**config.mk**
```make
export PLATFORM = sky130hd
export DESIGN_NAME = sprite_compositor
export DESIGN_NICKNAME = d
export VERILOG_FILES = /design/src/rtl/sprite_compositor.sv
export SDC_FILE = /design/constraint.sdc
export NUM_CORES = 1
export LEC_CHECK = 0
export ABC_CLOCK_PERIOD_IN_PS = 2400
export CAP_MARGIN = 0
export CELL_PAD_IN_SITES_DETAIL_PLACEMENT = 1
export CELL_PAD_IN_SITES_GLOBAL_PLACEMENT = 1
export CORE_MARGIN = 2
export CORE_UTILIZATION = 28
export DETAILED_ROUTE_END_ITERATION = 16
export PLACE_DENSITY_LB_ADDON = 0.1
export SETUP_SLACK_MARGIN = 0.15
export SYNTH_ARGS = -nofsm -noshare
export SYNTH_HDL_FRONTEND = slang
export SYNTH_SLANG_ARGS = --single-unit
export TNS_END_PERCENT = 30
```
**constraint.sdc**
```tcl
create_clock -name i_clk -period 2.4 [get_ports i_clk]
set_clock_uncertainty 0.15 [all_clocks]
set_input_delay 0.36 -clock i_clk [delete_from_list [all_inputs] [get_ports i_clk]]
set_output_delay 0.36 -clock i_clk [all_outputs]
set_load 0.02 [all_outputs]
```
**src/rtl/sprite_compositor.sv**
```systemverilog
// Sprite compositor: picks the top sprite layer by fixed priority over the background,
// registers RGB/DE with 2-cycle latency, and tracks per-frame collision and a saturating score.
module sprite_compositor #(
   parameter int NUM_LAYERS  = 4,
   parameter int SCORE_WIDTH = 16
) (
   input  logic                     i_clk,
   input  logic                     i_rst,
   input  logic                     i_de,
   input  logic                     i_v_sync,
   input  logic [NUM_LAYERS-1:0]    i_hit,
   input  logic [24*NUM_LAYERS-1:0] i_rgb,
   input  logic [23:0]              i_bg_rgb,
   input  logic                     i_scored,
   input  logic                     i_score_clr,
   output logic [7:0]               o_red,
   output logic [7:0]               o_green,
   output logic [7:0]               o_blue,
   output logic                     o_de,
   output logic [SCORE_WIDTH-1:0]   o_score,
   output logic                     o_score_pulse,
   output logic                     o_collision
);

   logic [23:0] w_pix;
   logic        w_found;
   logic        w_frame_start;
   logic        w_overlap;
   logic        w_scored_rise;
   logic        w_inc;

   logic [23:0] r_s1_rgb;
   logic        r_s1_de;
   logic        r_vs_q;
   logic        r_scored_q;
   logic        r_pending;
   logic        r_armed;

   // Hits are only trusted during active video; unhit layer colours never get selected.
   always_comb begin
      w_pix   = i_bg_rgb;
      w_found = 1'b0;
      for (int unsigned k = 0; k < NUM_LAYERS; k++) begin
         if (!w_found && i_de && i_hit[k]) begin
            w_pix   = i_rgb[24*k +: 24];
            w_found = 1'b1;
         end
      end
   end

   assign w_frame_start = i_v_sync & ~r_vs_q;
   assign w_overlap     = i_de & i_hit[0] & i_hit[1];
   assign w_scored_rise = i_scored & ~r_scored_q;
   assign w_inc         = w_scored_rise & r_armed;

   always_ff @(posedge i_clk) begin
      if (i_rst) begin
         r_s1_rgb <= '0;
         r_s1_de  <= 1'b0;
         o_de     <= 1'b0;
         o_red    <= '0;
         o_green  <= '0;
         o_blue   <= '0;
      end else begin
         r_s1_rgb <= w_pix;
         r_s1_de  <= i_de;
         o_de     <= r_s1_de;
         {o_red, o_green, o_blue} <= r_s1_de ? r_s1_rgb : '0;
      end
   end

   // A same-cycle overlap at frame start is reported and also kept pending (set wins).
   always_ff @(posedge i_clk) begin
      if (i_rst) begin
         r_vs_q      <= 1'b0;
         r_pending   <= 1'b0;
         o_collision <= 1'b0;
      end else begin
         r_vs_q <= i_v_sync;
         if (w_frame_start) begin
            o_collision <= r_pending | w_overlap;
            r_pending   <= w_overlap;
         end else begin
            r_pending <= r_pending | w_overlap;
         end
      end
   end

   always_ff @(posedge i_clk) begin
      if (i_rst) begin
         r_scored_q    <= 1'b0;
         r_armed       <= 1'b1;
         o_score       <= '0;
         o_score_pulse <= 1'b0;
      end else begin
         r_scored_q <= i_scored;
         if (i_score_clr) begin
            o_score       <= '0;
            o_score_pulse <= 1'b0;
            r_armed       <= 1'b1;
         end else begin
            o_score_pulse <= w_inc;
            if (w_inc) begin
               r_armed <= 1'b0;
               if (o_score != '1)
                  o_score <= o_score + SCORE_WIDTH'(1);
            end else if (w_frame_start) begin
               r_armed <= 1'b1;
            end
         end
      end
   end

endmodule

```
Word level (Yosys, flattened, before mapping)

Cells that the tools add are included.

Word-level logic and storage cells: 48
Register bits: 72
Output and inout bits: 43
Bits of input ports: 130

Reduce and logical (&&, ||, !) cells: 14
Muxes and demuxes: 10
Equality and inequality tests: 1
Bitwise gates (word level): 9
$add $sub $neg: 1

Operator list:

| cell                                           | count |
|---|---|
| two-way mux 24 bit                             | 4 |
| adder 16 x 1 -> 16 bit (second input constant) | 1 |
| != test 16 bit (second input constant)         | 1 |
| logical AND 1 bit                              | 7 |
| two-way mux 1 bit                              | 6 |
| AND 1 bit                                      | 5 |
| OR reduction 2 bit                             | 2 |
| zero test 1 bit                                | 3 |
| inverter 1 bit                                 | 3 |
| AND reduction 2 bit                            | 1 |
| nonzero test 2 bit                             | 1 |
| bitwise OR 1 bit                               | 1 |

Logic depth before layout (Yosys ltp)

Depth in word-level cells: 14
Depth in mapped cells: 6
Depth with buffers taken out: 5

Least setup slack after synthesis

Ideal clock, no wire load.

Kind: register to register
Start point: register o_score[4]
End point: register o_score[15]
Data arrival time: 1.589 ns
Buffers on the path: 1
Stages on the path, launching flop included: 6
Library setup time: 0.070 ns
Data required time: 2.180 ns
Slack: 0.590 ns
Path through: dfxtp_1 -> and4_1 -> buf_6 -> nand4_4 -> or4_1 -> a21oi_1

Longest elaborated chain between the ends: 2
Elaborated cells between the ends (all ways): 3

Ends and longest elaborated chain:

| what                                                           | line | RTL |
|---|---|---|
| start: declaration                                             | 20   | `output logic [SCORE_WIDTH-1:0] o_score,` |
| start signal: assignment                                       | 106  | `o_score <= o_score + SCORE_WIDTH'(1);` |
| branches (longest 2 deep; another with adder 16 x 1 -> 16 bit) | --   |  |

Parallel ways; which one is timed is not known.
A chain may end at the register's enable or synchronous reset.

Final worst setup path

Start point: input i_hit[0]
End point: register r_s1_rgb[3]

Longest elaborated chain between the ends: 14
Elaborated cells between the ends (all ways): 17

Ends and longest elaborated chain:

| what                            | line | RTL |
|---|---|---|
| start: declaration              | 11   | `input logic [NUM_LAYERS-1:0] i_hit,` |
| logical AND 1 bit (*)           | 44   | `if (!w_found && i_de && i_hit[k]) begin` |
| two-way mux 1 bit               | 44   |  |
| zero test 1 bit                 | 44   |  |
| logical AND 1 bit (2 in series) | 44   |  |
| two-way mux 1 bit               | 44   |  |
| zero test 1 bit                 | 44   |  |
| logical AND 1 bit (2 in series) | 44   |  |
| two-way mux 1 bit               | 44   |  |
| zero test 1 bit                 | 44   |  |
| logical AND 1 bit (2 in series) | 44   |  |
| two-way mux 24 bit (*)          | 44   |  |
| end signal: assignment          | 65   | `r_s1_rgb <= w_pix;` |
| end: declaration                | 32   | `logic [23:0] r_s1_rgb;` |

Mark *: on every way between the ends. The rest lies on a longest branch, timed or not.

==> results.md <==
- Total I/O pin count: 173
- DRT Wirelength: 11.5 mm
- Initial antenna violation count: 0
- Hold_buf cts: 0
- Layout area overhead: 69.0%
- Largest area contributor in the netlist: dfxtp_1
- Worst endpoint data arrival time: 2.04 ns
- Wire per inst: 16.9 um
- Top FF cell, synth: dfxtp_1
- Die ar.: 12,600 um2
- Fin crit period: 1.97 ns
- Final hold viol count: 0
- Avg Inst Size Synth: 9.00 um2
- Synthesized area: 3280 um2
- Status: completed
- Fmax: 507 MHz
- Asr flop ratio synth: 0
- Syn Nets: 495
- Routability congestion estimate: 0.804
- RSZ-0062 raised after global routing: false
- CTS tree: built
- Final hold slack: 0.277 ns
- Total CTS buffers: 9
- Clock Pin Slew Worst Setup and Hold Paths: 0.05 ns
- Max IR drop VDD: 0.249 mV
- GRT Total Usage: 0.182
- Commonest non-fill, non-tap cells in the layout: clkdlybuf4s50_1, dfxtp_1, nor2_1, nand2_1, a311oi_1
- Die height: 112 um
- Resize count post-CTS: 0
- Clk Latency, worst-skew pair: 0.33 ns
- CP Launch Type: primary input
- First-pass GRT wire length: 18.1 mm
- Crit share post-route: 0.822
- Remaining DRCs: 0
- Total grt overflow: 0
- Setup Fix Bufs, Post-CTS: 0
- Req. time, crit path: 2.47 ns
- Clock Root Buffer: clkbuf_16
- Drt pass-1 iters: 4
- Finish-stage setup viols: 0
- Vias in the first global route: 3,672
- Critical path class: in2reg
- Share of the synthesized area in the top cell type: 0.440
- Slew margin rel.: 0.601
- Slowest stage cell, crit path: clkdlybuf4s50_1
- Crit-path cells: clkdlybuf4s50_1 -> nand3b_1 -> buf_12 -> nor2_1 -> a211o_1 -> a311oi_1
- IO Port Bufs: 172
- Final-stage net count: 663
- Slew Limit Fails: 0
- R2R Setup Slk: 0.53 ns
- Die X: 112 um
- Worst Path Max Fanout: 48
- Antenna-violating nets left: 0
- P_leak: 2.20 nW
- Clock sink count: 72
- CP Capture Type: flop
- CTS max path bufs: 2
- Sequential fraction of the synthesis area: 0.440
- Netlist cell types: 42
- Synth Register Bits: 72
- Number of flops mapped to enable cells by yosys: 0
- Leading cell type in the layout, fill and taps excluded: clkdlybuf4s50_1
- Fillers: 1,322
- DR vias/cell: 4.99
- HP Class: reg2reg
- Core area: 11,400 um2
- HPWL Detailed: 8.55 mm
- Post-Synthesis Cells: 364
- Number of synthesis warnings: 0
- Starting DRT DRC Count: 103
- Row Count: 39
- Worst slew pin tran: 0.594 ns
- Routed via count: 3,394
- PD cells: 597 nW/um2
- Initial Util: 0.287
- Ranking of synthesized cells by area: dfxtp_1, mux2i_1, a311oi_1
- ANT cells: 0
- Largest net degree at the start of global routing: 49
- Max Cap Viol: 0
- Share of layout cells above drive strength 1: 0.0689
- Post-route setup TNS: 0 ns
- Slowest Stage Delay on Critical Path: 0.57 ns
- H-tree depth: 3
-- area by class of cell --
class / count / area (um2) / area share
inverter: 4 / 15.0 / 0.00271
sequential: 72 / 1440 / 0.260
multi-input combinational: 262 / 1690 / 0.306
clock inverter: 5 / 103 / 0.0185
clock buffer: 11 / 253 / 0.0456
tap: 143 / 179 / 0.0323
timing repair buffer: 183 / 1850 / 0.335
-- critical path, delay by kind of cell --
family,cells,cell delay [ns]
buffers and inverters,2,0.81
AOI/OAI and AO/OA,2,0.58
and+or+nand+nor,2,0.26
-- synth_stat cells (2+ instances only) --
| cell type | instances |
|---|---|
| buf_1 | 2 |
| o31ai_1 | 6 |
| a211oi_1 | 2 |
| o311ai_0 | 2 |
| o41ai_1 | 2 |
| clkbuf_1 | 12 |
| and4_1 | 2 |
| or2_2 | 2 |
| inv_1 | 4 |
| dfxtp_1 | 72 |
| buf_2 | 6 |
| o21ai_0 | 6 |
| nand4_1 | 4 |
| a21oi_1 | 9 |
| nor2_1 | 55 |
| buf_4 | 4 |
| nor3_1 | 6 |
| a311oi_1 | 25 |
| a31oi_1 | 2 |
| mux2i_1 | 24 |
| a211o_1 | 24 |
| nand3_1 | 6 |
| nor2b_1 | 5 |
| nand3b_1 | 3 |
| nand2_1 | 31 |
| or3_1 | 4 |
| or4_1 | 5 |
| and2_1 | 25 |
-- where the power goes --
part	switching, mW	leakage, nW	internal [mW]
clock network	0.511	0.172	1.07
registers	0.0126	0.589	1.25
logic	0.162	1.44	0.300
total	0.686	2.20	2.62
-- flip-flops by register name, summed over array words and instances (netlist names) --
signal,flops
r_vs_q,1
o_de,1
r_pending,1
r_scored_q,1
r_s1_de,1
r_armed,1
o_collision,1
o_score,16
o_score_pulse,1
o_blue,8
o_red,8
r_s1_rgb,24
o_green,8
-- per-stage QoR --
stage	cells	total power [mW]	util	setup WS (ns)	cell area [um2]
6_report	680	3.30	0.485	0.427	5540
2_1_floorplan	364	1.46	-	0.590	3280
3_5_place_dp	664	1.75	0.454	0.0808	5180
5_1_grt	680	3.45	0.485	0.314	5540
4_1_cts	680	3.35	0.485	0.424	5540
3_3_place_gp	664	1.74	0.454	0.169	5180
-- routing by layer --
| metal | track usage | part of all wire | wire, um |
|---|---|---|---|
| met1 | 0.214 | 0.42 | 4820 |
| met2 | 0.311 | 0.49 | 5600 |
| met3 | 0.0583 | 0.075 | 865 |
| met4 | 0.0675 | 0.015 | 169 |
| met5 | 0 | 0 | 0 |
-- kinds of logic after synthesis --
kind of cell	synth area share
flip-flops	0.440
buffers and inverters	0.0447
AO/OA/AOI/OAI	0.192
adder cells (fa/ha/maj)	0.00382
multiplexers	0.0733
AND/OR/NAND/NOR	0.246
-- final timing paths --
| check | from | endpoint | depth (start not counted) |
|---|---|---|---|
| hold reg to reg | r_s1_rgb[2] | o_blue[2] | 1 |
| hold / removal | r_s1_rgb[2] | o_blue[2] | 1 |
| setup / recovery | i_hit[0] | r_s1_rgb[3] | 6 |
| setup reg to reg | o_score[0] | o_score[11] | 5 |
(Power assumes the default switching activity.)
